`src/rtl/adbg_jsp_rx_unpack.sv`:
```
// adbg_jsp_rx_unpack
// Takes each completed host-to-target JSP data-register word (byte count plus
// up to MAX_BYTES payload bytes) and replays the valid bytes, lowest first,
// onto a byte-wide valid/ready stream feeding the target RX FIFO.
module adbg_jsp_rx_unpack #(
  parameter int DATAREG_LEN = 64,
  parameter int MAX_BYTES   = 7,
  parameter int CNT_W       = 4
) (
  input  logic                   clk_i,
  input  logic                   rst_i,
  input  logic [DATAREG_LEN-1:0] word_i,
  input  logic                   word_valid_i,
  output logic                   word_ready_o,
  output logic [7:0]             byte_o,
  output logic                   byte_valid_o,
  input  logic                   byte_ready_i,
  output logic                   bad_count_o,
  output logic                   busy_o
);

  localparam int PAY_W = MAX_BYTES * 8;
  localparam int REM_W = $clog2(MAX_BYTES + 1);

  typedef enum logic [0:0] {
    ST_IDLE  = 1'b0,
    ST_SHIFT = 1'b1
  } state_t;

  state_t             state_r;
  logic [REM_W-1:0]   remaining_r;
  logic [PAY_W-1:0]   shift_r;
  logic               bad_count_r;

  logic [CNT_W-1:0]   count_s;
  logic [PAY_W-1:0]   payload_s;
  logic               over_s;
  logic [REM_W-1:0]   load_count_s;
  logic               word_ready_s;
  logic               accept_s;
  logic               last_byte_s;

  // Bits above the payload carry nothing for this stage.
  logic               unused_bits_s;
  assign unused_bits_s = ^word_i[DATAREG_LEN-1:CNT_W+PAY_W];

  // Decode the incoming word, clamp its count and work out handshake readiness.
  always_comb begin
    count_s      = word_i[CNT_W-1:0];
    payload_s    = word_i[CNT_W +: PAY_W];
    over_s       = 1'b0;
    load_count_s = '0;
    word_ready_s = 1'b0;
    last_byte_s  = 1'b0;

    if (count_s > CNT_W'(MAX_BYTES)) begin
      over_s       = 1'b1;
      load_count_s = REM_W'(MAX_BYTES);
    end else begin
      over_s       = 1'b0;
      load_count_s = count_s[REM_W-1:0];
    end

    if (remaining_r == REM_W'(1)) begin
      last_byte_s = 1'b1;
    end else begin
      last_byte_s = 1'b0;
    end

    // A new word may land in the same cycle the final byte is taken, so the
    // stream keeps going without a bubble between words.
    case (state_r)
      ST_IDLE:  word_ready_s = 1'b1;
      ST_SHIFT: word_ready_s = last_byte_s & byte_ready_i;
      default:  word_ready_s = 1'b0;
    endcase

    accept_s = word_valid_i & word_ready_s;
  end

  // Unpacking FSM: loads accepted words and shifts out one byte per handshake.
  always_ff @(posedge clk_i or posedge rst_i) begin
    if (rst_i) begin
      state_r     <= ST_IDLE;
      remaining_r <= '0;
      shift_r     <= '0;
      bad_count_r <= 1'b0;
    end else begin
      bad_count_r <= accept_s & over_s;
      if (accept_s) begin
        if (load_count_s != '0) begin
          state_r     <= ST_SHIFT;
          remaining_r <= load_count_s;
          shift_r     <= payload_s;
        end else begin
          // Empty word: swallow it and keep byte_o at zero.
          state_r     <= ST_IDLE;
          remaining_r <= '0;
          shift_r     <= '0;
        end
      end else begin
        case (state_r)
          ST_IDLE: begin
            state_r     <= ST_IDLE;
            remaining_r <= remaining_r;
            shift_r     <= shift_r;
          end
          ST_SHIFT: begin
            if (byte_ready_i) begin
              if (last_byte_s) begin
                // Clear leftovers so byte_o reads zero while idle.
                state_r     <= ST_IDLE;
                remaining_r <= '0;
                shift_r     <= '0;
              end else begin
                state_r     <= ST_SHIFT;
                remaining_r <= remaining_r - REM_W'(1);
                shift_r     <= {8'h00, shift_r[PAY_W-1:8]};
              end
            end else begin
              state_r     <= ST_SHIFT;
              remaining_r <= remaining_r;
              shift_r     <= shift_r;
            end
          end
          default: begin
            state_r     <= ST_IDLE;
            remaining_r <= '0;
            shift_r     <= '0;
          end
        endcase
      end
    end
  end

  assign word_ready_o = word_ready_s;
  assign byte_o       = shift_r[7:0];
  assign byte_valid_o = (state_r == ST_SHIFT);
  assign busy_o       = (state_r == ST_SHIFT);
  assign bad_count_o  = bad_count_r;

endmodule

```
`config.mk`:
```
export PLATFORM = sky130hd
export DESIGN_NAME = adbg_jsp_rx_unpack
export DESIGN_NICKNAME = d
export VERILOG_FILES = /design/src/rtl/adbg_jsp_rx_unpack.sv
export SDC_FILE = /design/constraint.sdc
export NUM_CORES = 1
export LEC_CHECK = 0
export CAP_MARGIN = 20
export CORE_MARGIN = 3
export CORE_UTILIZATION = 49
export DETAILED_ROUTE_END_ITERATION = 16
export PLACE_DENSITY = 0.8
export REMOVE_ABC_BUFFERS = 1
export SETUP_SLACK_MARGIN = 0.5
export SYNTH_ARGS = -nofsm -noshare
export SYNTH_HDL_FRONTEND = slang
export SYNTH_SLANG_ARGS = --single-unit
```
`constraint.sdc`:
```
create_clock -name clk_i -period 2.2 [get_ports clk_i]
set_clock_uncertainty 0.05 [all_clocks]
set_input_delay 0.44 -clock clk_i [delete_from_list [all_inputs] [get_ports clk_i]]
set_output_delay 0.44 -clock clk_i [all_outputs]
set_load 0.03 [all_outputs]
```
# --- Yosys cells after proc, flatten, opt, wreduce, memory -nomap -nowiden ---
# Cells that the tools add are included.
word_totals:
  latchBits: 0
  mem_bits_ro: 0
  word_cells: 34
  mem_bits_rw: 0
  input_bits: 68
  regBits: 61
  output_inout_bits: 12
  memories: 0
classes:
  n_mux: 19
  n_reduce_logical: 2
  bitwise_logic: 4
  multipliers: 0
  n_addsub: 1
  order_cmp: 1
  div: 0
  eq_ne: 3
  shift: 0
op_table:
  columns: ["op", "count"]
  rows:
  - ["56-bit two-way mux", 4]
  - ["48-bit two-way mux", 1]
  - ["3-bit two-way mux", 6]
  - ["1-bit two-way mux", 6]
  - ["4-bit by 3-bit > comparator with 1-bit output, second input constant", 1]
  - ["1-bit case mux with 2 select lines", 2]
  - ["1-bit AND", 3]
  - ["3-bit by 1-bit equality test with 1-bit output, second input constant", 1]
  - ["3-bit by 2-bit != test with 1-bit output, second input constant", 1]
  - ["3-bit nonzero test", 1]
  - ["3-bit by 1-bit subtractor with 3-bit output, second input constant", 1]
  - ["2-bit != test, second input constant", 1]
  - ["2-bit AND reduction", 1]
  - ["1-bit inverter", 1]

# --- Longest topological paths before layout ---
depth:
  ltp_word: 7
  ltp_mapped: 8
  depth_no_buf: 6

# --- Worst setup path after synthesis ---
# Ideal clock, no wire load.
synth_path:
  kind: "register to output"
  start: "register remaining_r[1]"
  end: "output port word_ready_o"
  arrival_ns: 1.523
  path_stages_with_launch: 6
  required_time_ns: 1.710
  path_buffers: 1
  path_slack_ns: 0.187
  cell_sequence: "dfrtp_1 inv_1 ha_1 nand2b_1 buf_2 o21ai_0"
synth_via:
  elab_chain_len: 4
synth_lines:
  columns: ["element", "line_no", "rtl"]
  rows:
  - ["from (decl)", "31", "logic [REM_W-1:0] remaining_r;"]
  - ["from (signal assigned)", "93", "remaining_r <= load_count_s;"]
  - ["from (signal assigned)", "105", "remaining_r <= remaining_r;"]
  - ["from (signal assigned)", "117", "remaining_r <= remaining_r - REM_W'(1);"]
  - ["3-bit by 1-bit equality test with 1-bit output", "64", "if (remaining_r == REM_W'(1)) begin"]
  - ["1-bit two-way mux", "64", null]
  - ["1-bit AND", "74", "ST_SHIFT: word_ready_s = last_byte_s & byte_ready_i;"]
  - ["1-bit case mux with 2 select lines", "72", "case (state_r)"]
  - ["to (decl)", "14", "output logic word_ready_o,"]
# Every way passes these cells.

# --- Worst setup path in the final report ---
# Ends and elaborated chain as after synthesis.

==> results.sh <==
export IMPL_grt_pass1_vias=2531
export IMPL_critical_path_endpoint="word_ready_o"
export IMPL_drv_slew=0
export IMPL_cp_end_kind="primary output"
export IMPL_path_class="register to primary output"
export IMPL_layout_min_cycle_time_ns=1.83
export IMPL_yosys_warnings=0
export IMPL_drt_iter0_drc=169
export IMPL_drt_total_wl_mm=8.49
export IMPL_status="finished, final reports clean"
export IMPL_wire_per_inst_um=19.1
export IMPL_timing_hold_ws_ns=0.417
export IMPL_fin_crit_sh_pct=83.0
export IMPL_ys_ff_latch=61
export IMPL_syn_area_um2=3090
export IMPL_slew_headroom_pct=67.7
export IMPL_start_util_pct=51.2
export IMPL_antenna_cells=0
export IMPL_hpwl_mm=4.66
export IMPL_dp_cells=415
export IMPL_cts_tree="built"
export IMPL_pin_count=80
export IMPL_cp_arrival_ns=1.34
export IMPL_cp_startpoint="remaining_r[1]"
export IMPL_crit_required_ns=1.71
export IMPL_design_area_um2=4810
export IMPL_track_usage_pct=21.5
export IMPL_clock_latency_ns=0.34
export IMPL_clkTransAtPathRegs_ns=0.07
export IMPL_critical_path_depth=5
export IMPL_seq_area_um2=1530
export IMPL_die_h_um=85.4
export IMPL_power_density_nw_per_um2=1150
export IMPL_fin_cells=444
export IMPL_rsz0062_at_grt="yes"
export IMPL_fp_dieArea_um2=7290
export IMPL_ys_seq_area_share_pct=49.5
export IMPL_grt_pass1_wl_mm=12.3
export IMPL_cellLeakagePower_uw=0.00187
export IMPL_via_count=2665
export IMPL_cts_buffers=9
export IMPL_synth_cell_types=27
export IMPL_crit_chain="inv_2 -> ha_4 -> nand2b_4 -> o21ai_4 -> buf_6"
export IMPL_cp_max_fo=3
export IMPL_critPathLaunchType="register"
export IMPL_drv_cap=0
export IMPL_cts_sinks=61
export IMPL_ctsHoldBuffers=0
export IMPL_synthCells=288
export IMPL_nNetsFinal=434
export IMPL_drcViolationCount=0
export IMPL_max_freq_mhz=548
export IMPL_synth_edf_count=0
export IMPL_use_met1_pct=27.6
export IMPL_multiInputGateArea_um2=1840
export IMPL_cts_max_path_buffers=2
export IMPL_antenna_found_initial=0
export IMPL_slowest_delay_ns=0.38
export IMPL_grt_ovfl_total=0
export IMPL_routed_via_density=6.00
export IMPL_nFillCells=354
export IMPL_grtUsageMet2_pct=35.6
export IMPL_synth_ff_type="dfrtp_1"
export IMPL_tightest_slew_ns=0.484
export IMPL_rrSetupSlack_ns=0.43
export IMPL_htree_levels=3
export IMPL_antenna_left=0
export IMPL_rows=28
export IMPL_grt_use_met3_pct=6.02
export IMPL_cp_top_family="flip-flops"
export IMPL_peakVddDrop_uv=783
export IMPL_busiest_layer="met2"
export IMPL_syn_avg_cell_area_um2=10.7
export IMPL_hold_viol=0
export IMPL_cts_root_buf="clkbuf_8"
export IMPL_crit_slowest_cell="dfrtp_1"
export IMPL_r2r_start="remaining_r[0]"
export IMPL_placed_cell_area_um2=3880
export IMPL_reg2reg_depth=7
export IMPL_async_flop_share_pct=100
export IMPL_r2r_end="shift_r[34]"
export IMPL_syn2layout_area_growth_pct=55.9
export IMPL_gp_congestion=0.837
export IMPL_holdCritPathClass="input pin to async pin"
export IMPL_core_um2=6030
export IMPL_drive_above_1_share_pct=30.1
export IMPL_crit_buf_inv=2
export IMPL_setup_viol=0
export IMPL_grt_max_degree=62
export IMPL_drtPass1Iterations=4
export IMPL_fp_dieW_um=85.4
export IMPL_portBuffers=75
[final cells by class]
cell class                      instances  area share (%)
Clock inverter                          5            1.56
Sequential cell                        61            31.7
Inverter                                5           0.390
Tap cell                               75            1.95
Timing Repair Buffer                  103            23.4
Clock buffer                           11            2.73
Multi-Input combinational cell        184            38.2
[flip-flops by register name, summed over array words and instances (netlist names)]
name and cells:
shift_r 56, remaining_r 3, busy_o 1, bad_count_o 1
[cells in the final DEF, fill, tap and decap left out, types with 3 or more instances in the layout]
cell type / n
a21oi_2: 9
clkinv_2: 3
nor2_1: 4
clkbuf_8: 9
nand2_1: 4
buf_4: 15
o21a_1: 48
clkbuf_16: 4
inv_1: 3
a21oi_1: 42
o21ai_0: 3
a22o_1: 8
o2bb2ai_2: 36
buf_12: 6
clkdlybuf4s50_1: 60
dfrtp_1: 60
dlygate4sd2_1: 13
o2bb2ai_4: 12
[worst min-delay path, delay by kind of cell]
family	cells	cell delay, ns
buffers and inverters	3	0.76
[cells in the mapped netlist, drive strengths merged (2+ instances only)]
cell | instances | share of area [%]
o21a | 48 | 12
dfrtp | 61 | 49
o21ai | 5 | 0.93
nand2 | 5 | 0.61
clkbuf | 12 | 1.5
a21oi | 51 | 8.3
inv | 5 | 0.61
buf | 26 | 6.4
ha | 2 | 0.81
o2bb2ai | 49 | 14
nor2 | 4 | 0.49
a22o | 8 | 2.3
[how the worst min path moves through the flow]
| stage | cells after the start | slack, ns | startpoint | end |
|---|---|---|---|---|
| floorplan | 1 | 0.41 | shift_r[10] | shift_r[10] |
| global placement | 1 | 0.42 | shift_r[11] | shift_r[11] |
| detailed placement | 1 | 0.43 | shift_r[12] | shift_r[12] |
| CTS | 3 | 0.44 | rst_i | shift_r[51] |
| global route | 3 | 0.44 | rst_i | shift_r[32] |
| finish | 3 | 0.42 | rst_i | shift_r[10] |
[metal layers]
metal / wire length, um / vias to the layer above
li1: - / 1233
met1: 3500 / 1344
met2: 4410 / 74
met3: 413 / 14
met4: 169 / 0
met5: 0 / -
[where the power goes]
group / total (uW) / switching, uW / leakage, uW / internal (uW)
Sequential: 1920 / 304 / 0.000717 / 1620
Clock: 1070 / 439 / 0.000107 / 633
Combinational: 2560 / 1260 / 0.00105 / 1290
Total: 5550 / 2010 / 0.00187 / 3540
[cell families (layout without fill, tap and decap cells)]
family | Yosys count | in the layout | share of synthesized area [%]
AOI/OAI and AO/OA | 166 | 166 | 38.4
DFF | 61 | 61 | 49.5
buffers and inverters | 43 | 124 | 8.51
and+or+nand+nor | 15 | 15 | 2.51
adders and majority gates | 2 | 2 | 0.811
muxes | 1 | 1 | 0.324
[stage by stage]
stage,power (uW),setup TNS (ns),util [%],setup slack (ns)
floorplan,3120,-51.15,-,-0.884
global placement,3750,0,64.3,0.0895
detailed placement,3850,0,64.3,0.0902
CTS,4970,0,69.0,0.317
global route,5890,0,79.9,0.323
finish,5550,0,79.9,0.375
[timing repair]
item,CTS,global route
buffers inserted,2,5
cloned,1,5
pin swaps,3,11
gates resized for setup,25,72
endpoints found under the setup margin,64,49
Note: power is estimated with default switching activity, not from simulation.
